`config.mk`:
```
export PLATFORM = sky130hd
export DESIGN_NAME = ex_alu_unit_flat
export DESIGN_NICKNAME = d
export VERILOG_FILES = /design/src/rtl/alu_pkg.sv /design/src/rtl/ex_alu_unit_if.sv /design/src/rtl/ex_mul_iter.sv /design/src/rtl/ex_alu_unit.sv /design/src/flat_wrapper.sv
export SDC_FILE = /design/constraint.sdc
export NUM_CORES = 1
export LEC_CHECK = 0
export CORE_ASPECT_RATIO = 0.6
export CORE_UTILIZATION = 55
export DETAILED_ROUTE_END_ITERATION = 16
export HOLD_SLACK_MARGIN = 0.15
export PLACE_DENSITY = 0.77
export REMOVE_ABC_BUFFERS = 1
export SLEW_MARGIN = 5
export SYNTH_ARGS = -nofsm -noshare
export SYNTH_HDL_FRONTEND = slang
export SYNTH_SLANG_ARGS = --single-unit
export TNS_END_PERCENT = 50
```
`constraint.sdc`:
```
create_clock -name clk_i -period 7.8 [get_ports clk_i]
set_clock_uncertainty 0.2 [all_clocks]
set_input_delay 1.56 -clock clk_i [delete_from_list [all_inputs] [get_ports clk_i]]
set_output_delay 1.56 -clock clk_i [all_outputs]
set_load 0.02 [all_outputs]
```
`src/rtl/alu_pkg.sv`:
```
// Shared ALU control codes, FSM encoding and an op-class helper for the EX-stage unit.
package alu_pkg;

  localparam logic [3:0] ALU_AND = 4'b0000;
  localparam logic [3:0] ALU_OR  = 4'b0001;
  localparam logic [3:0] ALU_ADD = 4'b0010;
  localparam logic [3:0] ALU_SUB = 4'b0110;
  localparam logic [3:0] ALU_MUL = 4'b1111;

  localparam logic [0:0] ST_IDLE = 1'b0;
  localparam logic [0:0] ST_MUL  = 1'b1;

  function automatic logic is_mul(input logic [3:0] ctrl);
    return ctrl == ALU_MUL;
  endfunction

endpackage

```
`src/rtl/ex_alu_unit_if.sv`:
```
// EX-stage ALU handshake/data bundle; master is the issuing pipeline, slave is ex_alu_unit.
interface ex_alu_unit_if #(
  parameter int DATA_W = 64
);
  logic              valid_i;
  logic              ready_o;
  logic [3:0]        ctrl_i;
  logic [DATA_W-1:0] op_a_i;
  logic [DATA_W-1:0] op_b_i;
  logic              flush_i;
  logic              valid_o;
  logic [DATA_W-1:0] result_o;
  logic              zero_o;
  logic              stall_o;

  modport master (
    output valid_i, ctrl_i, op_a_i, op_b_i, flush_i,
    input  ready_o, valid_o, result_o, zero_o, stall_o
  );

  modport slave (
    input  valid_i, ctrl_i, op_a_i, op_b_i, flush_i,
    output ready_o, valid_o, result_o, zero_o, stall_o
  );
endinterface

```
`src/rtl/ex_mul_iter.sv`:
```
// Shift-add multiplier datapath: one multiplier bit per cycle, DATA_W cycles (fewer with MUL_EARLY_EXIT_EN).
// done is combinational on the final iteration; product is that iteration's accumulator so it can be registered the same edge.
module ex_mul_iter #(
  parameter int DATA_W = 64,
  parameter int CNT_W  = 7
) (
  input  logic              clk_i,
  input  logic              rst_i,
  input  logic              load,
  input  logic              flush,
  input  logic [DATA_W-1:0] a,
  input  logic [DATA_W-1:0] b,
  output logic              busy,
  output logic              done,
  output logic [DATA_W-1:0] product
);

  logic [DATA_W-1:0] acc, mcand, mplier;
  logic [DATA_W-1:0] acc_nxt, mplier_nxt;
  logic [CNT_W-1:0]  cnt;

  assign acc_nxt    = mplier[0] ? acc + mcand : acc;
  assign mplier_nxt = mplier >> 1;
  assign product    = acc_nxt;

`ifdef MUL_EARLY_EXIT_EN
  assign done = busy && ((cnt == CNT_W'(1)) || (mplier_nxt == '0));
`else
  assign done = busy && (cnt == CNT_W'(1));
`endif

  always_ff @(posedge clk_i or negedge rst_i) begin
    if (!rst_i) begin
      busy   <= 1'b0;
      acc    <= '0;
      mcand  <= '0;
      mplier <= '0;
      cnt    <= '0;
    end else if (flush) begin
      busy <= 1'b0;
    end else if (load) begin
      busy   <= 1'b1;
      acc    <= '0;
      mcand  <= a;
      mplier <= b;
      cnt    <= CNT_W'(DATA_W);
    end else if (busy) begin
      acc    <= acc_nxt;
      mcand  <= mcand << 1;
      mplier <= mplier_nxt;
      cnt    <= cnt - CNT_W'(1);
      if (done) busy <= 1'b0;
    end
  end

endmodule

```
`src/rtl/ex_alu_unit.sv`:
```
// EX-stage ALU: AND/OR/ADD/SUB registered with 1-cycle latency, iterative MUL (DATA_W cycles, early exit under MUL_EARLY_EXIT_EN).
// Latency: single-cycle ops valid_o one cycle after accept; MUL valid_o the cycle after its last iteration.
// Backpressure: ready_o low and stall_o high while a MUL iterates; no downstream backpressure, valid_o is a pulse.
module ex_alu_unit
  import alu_pkg::*;
#(
  parameter int DATA_W = 64,
  parameter int CNT_W  = 7
) (
  input  logic           clk_i,
  input  logic           rst_i,
  ex_alu_unit_if.slave   bus
);

  logic [0:0]        state;
  logic [DATA_W-1:0] alu_res, result_q, product;
  logic              valid_q, zero_q;
  logic              ready, accept, mul_load, mul_finish;
  logic              mul_busy, mul_done;

  assign ready      = (state == ST_IDLE);
  assign accept     = bus.valid_i && ready && !bus.flush_i;
  assign mul_load   = accept && is_mul(bus.ctrl_i);
  assign mul_finish = (state == ST_MUL) && mul_busy && mul_done && !bus.flush_i;

  assign bus.ready_o  = ready;
  assign bus.stall_o  = (state == ST_MUL);
  assign bus.valid_o  = valid_q;
  assign bus.result_o = result_q;
  assign bus.zero_o   = zero_q;

  // Undefined codes resolve to zero so beq sees zero_o=1 rather than stale data.
  always_comb begin
    alu_res = '0;
    case (bus.ctrl_i)
      ALU_AND: alu_res = bus.op_a_i & bus.op_b_i;
      ALU_OR:  alu_res = bus.op_a_i | bus.op_b_i;
      ALU_ADD: alu_res = bus.op_a_i + bus.op_b_i;
      ALU_SUB: alu_res = bus.op_a_i - bus.op_b_i;
      default: alu_res = '0;
    endcase
  end

  ex_mul_iter #(
    .DATA_W (DATA_W),
    .CNT_W  (CNT_W)
  ) u_mul (
    .clk_i   (clk_i),
    .rst_i   (rst_i),
    .load    (mul_load),
    .flush   (bus.flush_i),
    .a       (bus.op_a_i),
    .b       (bus.op_b_i),
    .busy    (mul_busy),
    .done    (mul_done),
    .product (product)
  );

  always_ff @(posedge clk_i or negedge rst_i) begin
    if (!rst_i) begin
      state    <= ST_IDLE;
      valid_q  <= 1'b0;
      result_q <= '0;
      zero_q   <= 1'b0;
    end else begin
      valid_q <= 1'b0;
      case (state)
        ST_IDLE: begin
          if (accept) begin
            if (is_mul(bus.ctrl_i)) begin
              state <= ST_MUL;
            end else begin
              result_q <= alu_res;
              zero_q   <= (alu_res == '0);
              valid_q  <= 1'b1;
            end
          end
        end
        ST_MUL: begin
          // Flush wins even over a finishing iteration: the result is dropped.
          if (bus.flush_i) begin
            state <= ST_IDLE;
          end else if (mul_finish) begin
            result_q <= product;
            zero_q   <= (product == '0);
            valid_q  <= 1'b1;
            state    <= ST_IDLE;
          end
        end
        default: state <= ST_IDLE;
      endcase
    end
  end

endmodule

```
`src/flat_wrapper.sv`:
```
// flat-port wrapper written by rule: the top's interface ports become plain ports
module ex_alu_unit_flat import alu_pkg::*;
#(
  parameter int DATA_W = 64,
  parameter int CNT_W  = 7
)
  (clk_i, rst_i, bus_valid_i, bus_ctrl_i, bus_op_a_i, bus_op_b_i, bus_flush_i, bus_ready_o, bus_valid_o, bus_result_o, bus_zero_o, bus_stall_o);
  ex_alu_unit_if #(.DATA_W(DATA_W)) bus_i ();
  input  logic clk_i;
  input  logic rst_i;
  input wire logic [$bits(bus_i.valid_i)-1:0] bus_valid_i;
  input wire logic [$bits(bus_i.ctrl_i)-1:0] bus_ctrl_i;
  input wire logic [$bits(bus_i.op_a_i)-1:0] bus_op_a_i;
  input wire logic [$bits(bus_i.op_b_i)-1:0] bus_op_b_i;
  input wire logic [$bits(bus_i.flush_i)-1:0] bus_flush_i;
  output wire logic [$bits(bus_i.ready_o)-1:0] bus_ready_o;
  output wire logic [$bits(bus_i.valid_o)-1:0] bus_valid_o;
  output wire logic [$bits(bus_i.result_o)-1:0] bus_result_o;
  output wire logic [$bits(bus_i.zero_o)-1:0] bus_zero_o;
  output wire logic [$bits(bus_i.stall_o)-1:0] bus_stall_o;
  assign bus_i.valid_i = bus_valid_i;
  assign bus_i.ctrl_i = bus_ctrl_i;
  assign bus_i.op_a_i = bus_op_a_i;
  assign bus_i.op_b_i = bus_op_b_i;
  assign bus_i.flush_i = bus_flush_i;
  assign bus_ready_o = bus_i.ready_o;
  assign bus_valid_o = bus_i.valid_o;
  assign bus_result_o = bus_i.result_o;
  assign bus_zero_o = bus_i.zero_o;
  assign bus_stall_o = bus_i.stall_o;
  ex_alu_unit #(.DATA_W(DATA_W), .CNT_W(CNT_W)) u_core (.clk_i(clk_i), .rst_i(rst_i), .bus(bus_i));
endmodule
```
* Word level (Yosys, flattened, before mapping) *
Index checks and enable logic that the tools add are counted.
W data, S select, Z words.

cells by class
  add/subtract/negate cells = 4
  equal/unequal tests = 9
  mux-type cells = 34
  bitwise logic cells = 4
  reductions and logical operators = 14

operator list
  cell                   count
  $mux W64               11
  $pmux W64 S4           1
  $add A64 B64 Y64       2
  $logic_not A64 Y1      2
  $pmux W64 S2           1
  $and A64 B64 Y64       1
  $or A64 B64 Y64        1
  $sub A64 B64 Y64       1
  $mux W1                16
  $mux W7                2
  $ne A2 B2 Y1 const B   4
  $eq A7 B1 Y1 const B   1
  $logic_and A1 B1 Y1    7
  $sub A7 B1 Y7 const B  1
  $pmux W1 S2            3
  $eq A4 B1 Y1 const B   1
  $eq A4 B2 Y1 const B   1
  $eq A4 B3 Y1 const B   1
  $eq A4 B4 Y1 const B   1
  $logic_not A4 Y1       1
  $reduce_and A4 Y1      1
  $not A1 Y1             2
  $reduce_and A2 Y1      1
  $reduce_bool A2 Y1     1
  $logic_not A1 Y1       1

word-level totals
  register bits after elaboration = 267
  input bits = 136
  output and inout bits = 68
  word-level logic and storage cells = 74

* Longest topological paths before layout *
Gate-level depths: netlist of the first run.

  depth after elaboration = 7
  mapped depth = 27
  depth with buffers taken out = 26

* Cells and area by module *
A second synthesis of the first run with hierarchy kept.

second synthesis, totals
  cells, all modules = 2975
  area total of the unflattened synthesis = 23702.7 um^2

modules (own cells, without submodules)
  module       instances  cells an instance  area each (um^2)  seq. area each (um^2)
  ex_mul_iter  1          1514               13374.1           5004.8
  ex_alu_unit  1          1461               10328.7           1676.6

* Worst setup path after synthesis of the first run *
Ideal clock, no wire load.

  kind = input to register
  start point = input bus_ctrl_i[0]
  end point = register u_core.zero_q, in the netlist u_core.bus.zero_o
  library setup time = 66 ps
  data arrival time = 6974 ps
  data required time = 7534 ps
  slack = 560 ps
  stages on the path = 24
  buffers on the path = 6
  path through = clkbuf_1 -> nor3b_1 -> clkbuf_1 -> clkbuf_1 -> and2_1 -> clkbuf_1 -> clkbuf_1 -> nor2_1 -> xnor2_1 -> ha_1 -> buf_4 -> nand4_1 -> or4_1 -> or4b_1 -> o22a_2 -> o21ba_4 -> o41a_4 -> xor2_1 -> o21ai_0 -> or4_1 -> nor4_1 -> nand3_1 -> o21ai_0 -> a41o_1

on the way
  word-level cells in the longest chain between the ends = 6
  elaborated cells between the ends (all ways) = 12
  those cells by class = eq/ne (5); mux (4); reduce/logical (3)

ends and longest elaborated chain
  item                                        RTL line            source
  start: declaration                          flat_wrapper.sv:12  input wire logic [$bits(bus_i.ctrl_i)-1:0] bus_ctrl_i;
  $eq A4 B3 Y1, or another cell as far along  ex_alu_unit.sv:35   case (bus.ctrl_i)
  $pmux W64 S4                                ex_alu_unit.sv:35
  $logic_not A64 Y1                           ex_alu_unit.sv:74   zero_q <= (alu_res == '0);
  $mux W1                                     ex_alu_unit.sv:70   if (is_mul(bus.ctrl_i)) begin
  $mux W1                                     ex_alu_unit.sv:69   if (accept) begin
  $pmux W1 S2                                 ex_alu_unit.sv:67   case (state)
  end signal: assignment                      ex_alu_unit.sv:74
  end signal: assignment                      ex_alu_unit.sv:85   zero_q <= (product == '0);
  end: declaration                            ex_alu_unit.sv:17   logic valid_q, zero_q;

Several ways; a longest one is shown, not always the timed one. The select of a mux whose other input is x is not followed.
A chain may end at the register's enable or synchronous reset.

* Worst setup path in the final report of the first run *
  start point = input bus_op_b_i[7]
  end point = register u_core.zero_q, in the netlist u_core.bus.zero_o

on the way
  word-level cells in the longest chain between the ends = 6
  elaborated cells between the ends (all ways) = 9
  those cells by class = add/sub (2); mux (4); bitwise (2); reduce/logical (1)

ends and longest elaborated chain
  item                                            RTL line            source
  start: declaration                              flat_wrapper.sv:14  input wire logic [$bits(bus_i.op_b_i)-1:0] bus_op_b_i;
  $sub A64 B64 Y64, or another cell as far along  ex_alu_unit.sv:39   ALU_SUB: alu_res = bus.op_a_i - bus.op_b_i;
  $pmux W64 S4 *                                  ex_alu_unit.sv:35
  $logic_not A64 Y1 *                             ex_alu_unit.sv:74
  $mux W1 *                                       ex_alu_unit.sv:70
  $mux W1 *                                       ex_alu_unit.sv:69
  $pmux W1 S2 *                                   ex_alu_unit.sv:67

Every way passes the cells marked *; elsewhere a longest branch is shown, timed or not. The select of a mux whose other input is x is not followed.

==> impl_metrics.ini, run 1 <==
[final_layout]
drive_above_1_share = 0.07437
nNetsFinal = 3502
postLayoutCellArea_mm2 = 0.02729
diodes = 0
layout_commonest_cell = nand2_1
area_growth_pct = 17.04
finish.utilization = 0.6517
final_cell_mix = 535 x nand2_1, 334 x nor2_1, 265 x dfrtp_1

[floorplan]
core-area_mm2 = 0.04187
ios = 204
die_area_mm2 = 0.04325
die_y_um = 161.5
num_rows = 58
start_util = 0.5569
die_width_um = 267.8

[global_routing]
grt_pass1_vias = 22990
grt_start_max_net_pins = 174
grtUsageTotal = 0.4377
grt_pass1_wl_mm = 142.6
antenna_found_initial = 1
overflow = 0

[logic_synthesis]
ys_ff_latch = 267
synth.area.top_cells = dfrtp_1 29%, nand2_1 8.6%, ha_1 7.0%, nor2_1 5.4%, a21oi_1 5.0%
synth_edf_count = 0
synth.top_cell.area_share = 0.2865
synth_area_leader_cell = dfrtp_1
synth-warning-count = 0
synthFlopType = dfrtp_1
synthCells = 3079
async_flop_share = 1.000
syn_area_mm2 = 0.02332
ys_types = 91
syn_area_per_cell_um2 = 7.573
yosysSeqAreaShare = 0.2865

[timing]
holdWs_ns = 0.2808
rsz0062_at_grt = no
fin_tns_setup_ns = 0
relSlewSlack = 0.2358
setup_violations = 0
final_max_slew_viol_count = 0
fin_crit_sh = 0.9488
fmax_mhz = 135.1
hold_viol = 0
tightest_slew_ns = 1.146
period_minus_slack_ns = 7.400

[clock_network]
cts.clk_slew.worst_paths_ns = 0.07
cts_tree = built
clk_path_buf_depth = 3
cts_root_buf = clkbuf_16
cts_buffers = 27
cts.sinks = 267
postCtsHoldBufs = 0
cts_max_level = 1
clk_latency_ns = 0.60

[status]
outcome = finished, final reports clean

[worst_setup_path]
cp.arrival_ns = 7.73
endpoint_kind = register
cp_max_fo = 5
cp_data_required_time_ns = 8.13
crit_type = in2reg
worstSetupStartpointType = input pin

[pwr]
power.density_mw_per_mm2 = 302.4
p_leak_nw = 11.64
peakVddDrop_mv = 0.2069

[routing]
vias = 25410
drc = 0
drtIter0Drc = 4210
routedWlPerCell_um = 25.29
wirelength_mm = 96.71
drtPass1Iterations = 7
via_per_inst = 6.644
ant_nets = 0

[worst_hold_path]
hp-class = reg2reg

[placed_design]
io_buffers = 203
dp_hpwl_mm = 75.46
place_congestion = 1.062
place_area_mm2 = 0.02628

[job]
drv_cap = 0
==> layer usage <==
metal | GRT usage | wire length [um] | vias up
li1 | - | - | 11450
met1 | 0.6590 | 42430 | 12000
met2 | 0.5211 | 34240 | 1776
met3 | 0.2389 | 17520 | 184
met4 | 0.1008 | 2511 | 0
met5 | 0 | 0 | -
==> metrics by stage <==
stage          std cells  setup WS (ns)  total power (W)
6_report            3824         0.3997         0.008253
5_1_grt             3824        0.01206         0.008653
4_1_cts             3824         0.5021         0.008017
3_5_place_dp        3774       -0.05668         0.006472
3_3_place_gp        3774       -0.02120         0.006355
2_1_floorplan       2872         -3.360         0.004951
==> where the power goes <==
part	switching (W)	internal [W]	leakage (nW)
combinational	0.00287	0.00164	7.78
clock	0.000637	0.000888	0.493
sequential	0.000422	0.00179	3.37
==> synth_stat cells, types with 16 or more instances <==
cell,count
nand2_1,536
nor2_1,334
dfrtp_1,267
a21oi_1,232
o21ai_0,219
clkbuf_1,164
a31oi_1,142
ha_1,131
a211oi_1,89
xor2_1,86
xnor2_1,81
nand4_1,64
nor3_1,57
maj3_1,55
a21o_1,54
inv_1,53
mux2i_1,51
nand3_1,35
o31ai_1,29
o21a_1,23
a22oi_1,19
o211ai_1,19
or3_1,19
o21bai_1,18
and3_1,17
buf_1,17
buf_2,17
mux2_2,17
nor4_1,17
nand2b_1,16
==> critical path: stages <==
cell and delay (ns):
clkdlybuf4s50_1 0.41, or3_1 0.41, nor3_1 0.22, nand2b_1 0.22, nand3b_1 0.27, nand2b_4 0.20, or3_1 0.37, or2_4 0.27
o41ai_1 0.33, xor2_1 0.12, ha_1 0.38, nand3_1 0.12, nor3_1 0.34, nand3_1 0.15, o221ai_1 0.20, o21ba_4 0.19
o41a_4 0.37, xor2_1 0.13, o21ai_0 0.21, or4_1 0.60, nor4_1 0.18, nand3_1 0.15, o21ai_0 0.21, a41o_1 0.12
==> area by class of cell <==
cell class	count	area, um2
multi-input combinational	2551	15660
fill	3534	14580
sequential	267	6686
timing repair buffer	332	3013
clock buffer	33	748.2
tap	570	713.2
clock inverter	17	265.3
inverter	54	202.7
==> cell families after synthesis <==
kind of cell / after synthesis / share of synthesized area
flip-flops: 267 / 0.2865
multiplexers: 68 / 0.03010
XOR/XNOR: 167 / 0.06273
buffers and inverters: 261 / 0.04405
AO/OA/AOI/OAI: 947 / 0.2564
adder cells (fa/ha/maj): 188 / 0.09562
AND/OR/NAND/NOR: 1181 / 0.2245
==> state kept, by name, summed over array words and instances (netlist names) <==
register	count
u_core.bus.result_o	64
u_core.u_mul.acc	64
u_core.u_mul.mcand	64
u_core.u_mul.mplier	64
u_core.u_mul.cnt	7
u_core.bus.stall_o	1
u_core.bus.valid_o	1
u_core.bus.zero_o	1
u_core.u_mul.busy	1
==> worst paths after layout <==
| check | slack, ns | startpoint | end | cells after the start |
|---|---|---|---|---|
| min in group asynchronous | 0.88 | rst_i | u_core.u_mul.acc[60] | 1 |
| worst min register to register | 0.28 | u_core.bus.result_o[0] | u_core.bus.result_o[0] | 1 |
| max in group asynchronous | 5.08 | rst_i | u_core.u_mul.mplier[16] | 2 |
| worst min-delay path | 0.28 | u_core.bus.result_o[0] | u_core.bus.result_o[0] | 1 |
| worst max register to register | 2.42 | u_core.u_mul.acc[0] | u_core.bus.zero_o | 15 |
| worst max-delay path | 0.40 | bus_op_b_i[7] | u_core.bus.zero_o | 24 |
==> timing repair <==
item | 4_1_cts | 5_1_grt
setup endpoints to repair | 0 | 1
setup buffers | 0 | 0
resized for setup | 0 | 1
(Power assumes the default switching activity.)
==> run 2: changes to the inputs <==
==> constraint.sdc (replaced) <==
create_clock -name clk_i -period 7.8 [get_ports clk_i]
set_clock_uncertainty 0.2 [all_clocks]
set_input_delay 1.17 -clock clk_i [delete_from_list [all_inputs] [get_ports clk_i]]
set_output_delay 1.17 -clock clk_i [all_outputs]
set_load 0.02 [all_outputs]
==> run 2 against run 1 <==
Effect of this change: critical path depth is 3 higher; sequential share of layout area grew 0.49 points; power fell by 2.0%; sequential cell count unchanged; largest cell class unchanged; die area stayed put; combinational power shrank 2%; routed wire length is 1.9% lower; first-iteration DRC count decreased by 0.12%; sequential power about the same; via count down 0.12%; global-route usage is 0.85 points lower; fmax increased by 0.42%.
==> impl_metrics.ini, run 2 (synthesized netlist as in run 1, its figures left out) <==
[status]
outcome = finished, final reports clean

[routing]
ant_nets = 0
routedWlPerCell_um = 25.25
drtIter0Drc = 4205
via_per_inst = 6.753
vias = 25380
drtPass1Iterations = 7
drc = 0
wirelength_mm = 94.90

[worst_setup_path]
r2r_end = u_core.bus.zero_o
timing.rr.start = u_core.u_mul.acc[0]
endpoint_kind = register
r2r_cells = 15
crit_type = in2reg
cp_max_fo = 6
r2r_slack_ns = 2.29
cp_data_required_time_ns = 8.14
worstSetupStartpointType = input pin
cp.arrival_ns = 7.71

[clock_network]
cts_setup_buffers = 0
cts.clk_slew.worst_paths_ns = 0.07
clk_path_buf_depth = 3
cts_root_buf = clkbuf_16
cts_max_level = 1
clk_latency_ns = 0.61
cts_resized = 0
cts_buffers = 28
postCtsHoldBufs = 0
cts_tree = built
cts.sinks = 267

[timing]
period_minus_slack_ns = 7.369
hold_viol = 0
setup_violations = 0
fin_crit_sh = 0.9448
rsz0062_at_grt = no
tightest_slew_ns = 1.095
final_max_slew_viol_count = 0
holdWs_ns = 0.2867
relSlewSlack = 0.2702
fmax_mhz = 135.7

[global_routing]
antenna_found_initial = 2
grtUsageTotal = 0.4292
grt_start_max_net_pins = 185
overflow = 0
grt_pass1_wl_mm = 140.4
grt_pass1_vias = 22600

[pwr]
power.density_mw_per_mm2 = 302.2
internal_power_w = 0.004186
peakVddDrop_mv = 0.2289
p_leak_nw = 11.30
p_sw_w = 0.003901
swShare = 0.4824
p_seq_frac = 0.273
p_clk_frac = 0.179
power_frac_comb = 0.548

[floorplan]
die_width_um = 267.8
ios = 204
core-area_mm2 = 0.04187
die_area_mm2 = 0.04325
num_rows = 58
start_util = 0.5569
die_y_um = 161.5

[job]
drv_cap = 0

[worst_hold_path]
holdPathStages = 1
worstHoldEndpoint = u_core.bus.result_o[31]
hold_start = u_core.bus.result_o[31]
hp-class = reg2reg

[final_layout]
postLayoutCellArea_mm2 = 0.02676
stdcell_count = 3758
nNetsFinal = 3434
area_growth_pct = 14.76
layout_commonest_cell = nand2_1
final_cell_mix = 535 x nand2_1, 334 x nor2_1, 265 x dfrtp_1
drive_above_1_share = 0.05430

[placed_design]
place_congestion = 1.043
io_buffers = 203
numPlacedInstances = 3705
place_area_mm2 = 0.02578
dp_hpwl_mm = 73.66
==> run 2: stage by stage <==
step	TNS, ns	total power, W	util	setup WS, ns
CTS	0	0.007874	0.6389	0.5483
floorplan	-405.19	0.004951	-	-2.970
global placement	0	0.006309	0.6157	0.1829
detailed placement	-0.05174	0.006406	0.6157	-0.05174
global route	0	0.008460	0.6389	0.08637
finish	0	0.008087	0.6391	0.4308
==> run 2: power by group through the flow <==
stage	Clock, W	Sequential [W]	Combinational, W
floorplan	0	0.00215	0.00281
global placement	0	0.00218	0.00413
detailed placement	0	0.00220	0.00421
CTS	0.00145	0.00218	0.00425
global route	0.00149	0.00224	0.00473
finish	0.00144	0.00221	0.00444
==> run 2: worst max-delay path by stage <==
stage,end,cells past startpoint,from
6_report,u_core.bus.zero_o,27,bus_op_b_i[16]
5_1_grt,u_core.bus.zero_o,27,bus_op_b_i[16]
4_1_cts,u_core.bus.zero_o,27,bus_op_b_i[16]
3_5_place_dp,u_core.bus.zero_o,27,bus_op_b_i[16]
3_3_place_gp,u_core.bus.zero_o,27,bus_op_b_i[16]
2_1_floorplan,u_core.u_mul.cnt[6],6,bus_flush_i
==> run 2: routing by layer <==
| layer | track usage | routed length [um] |
|---|---|---|
| met1 | 0.6692 | 42650 |
| met2 | 0.5212 | 33970 |
| met3 | 0.2005 | 16370 |
| met4 | 0.07351 | 1895 |
| met5 | 0 | 10 |
==> run 2: worst max-delay path, cell delays in order <==
cell	delay [ns]
clkdlybuf4s50_1	0.44
or4_1	0.59
nor3_1	0.29
nand3b_1	0.22
nand2b_4	0.20
or3_1	0.36
or2_4	0.27
nor4_4	0.32
nand2b_1	0.18
o21ai_0	0.22
xor2_1	0.23
ha_1	0.35
a21oi_1	0.23
o21ai_0	0.24
a2111oi_1	0.42
buf_4	0.18
nor2_1	0.05
nand2_1	0.07
a2bb2oi_1	0.16
buf_4	0.16
o21ai_0	0.07
a31oi_1	0.22
mux2i_1	0.16
nor4_1	0.31
nand3_1	0.16
o21ai_0	0.27
a41o_1	0.15
==> run 2: cell type report <==
| class | count | area [um2] |
|---|---|---|
| multi-input cells | 2551 | 15660 |
| fillers | 3611 | 15110 |
| flip-flops and latches | 267 | 6686 |
| repair buffers | 263 | 2520 |
| clock buffers | 35 | 777.0 |
| well taps | 570 | 713.2 |
| inverters | 54 | 202.7 |
| clock inverters | 16 | 193.9 |
| diodes | 2 | 5.005 |
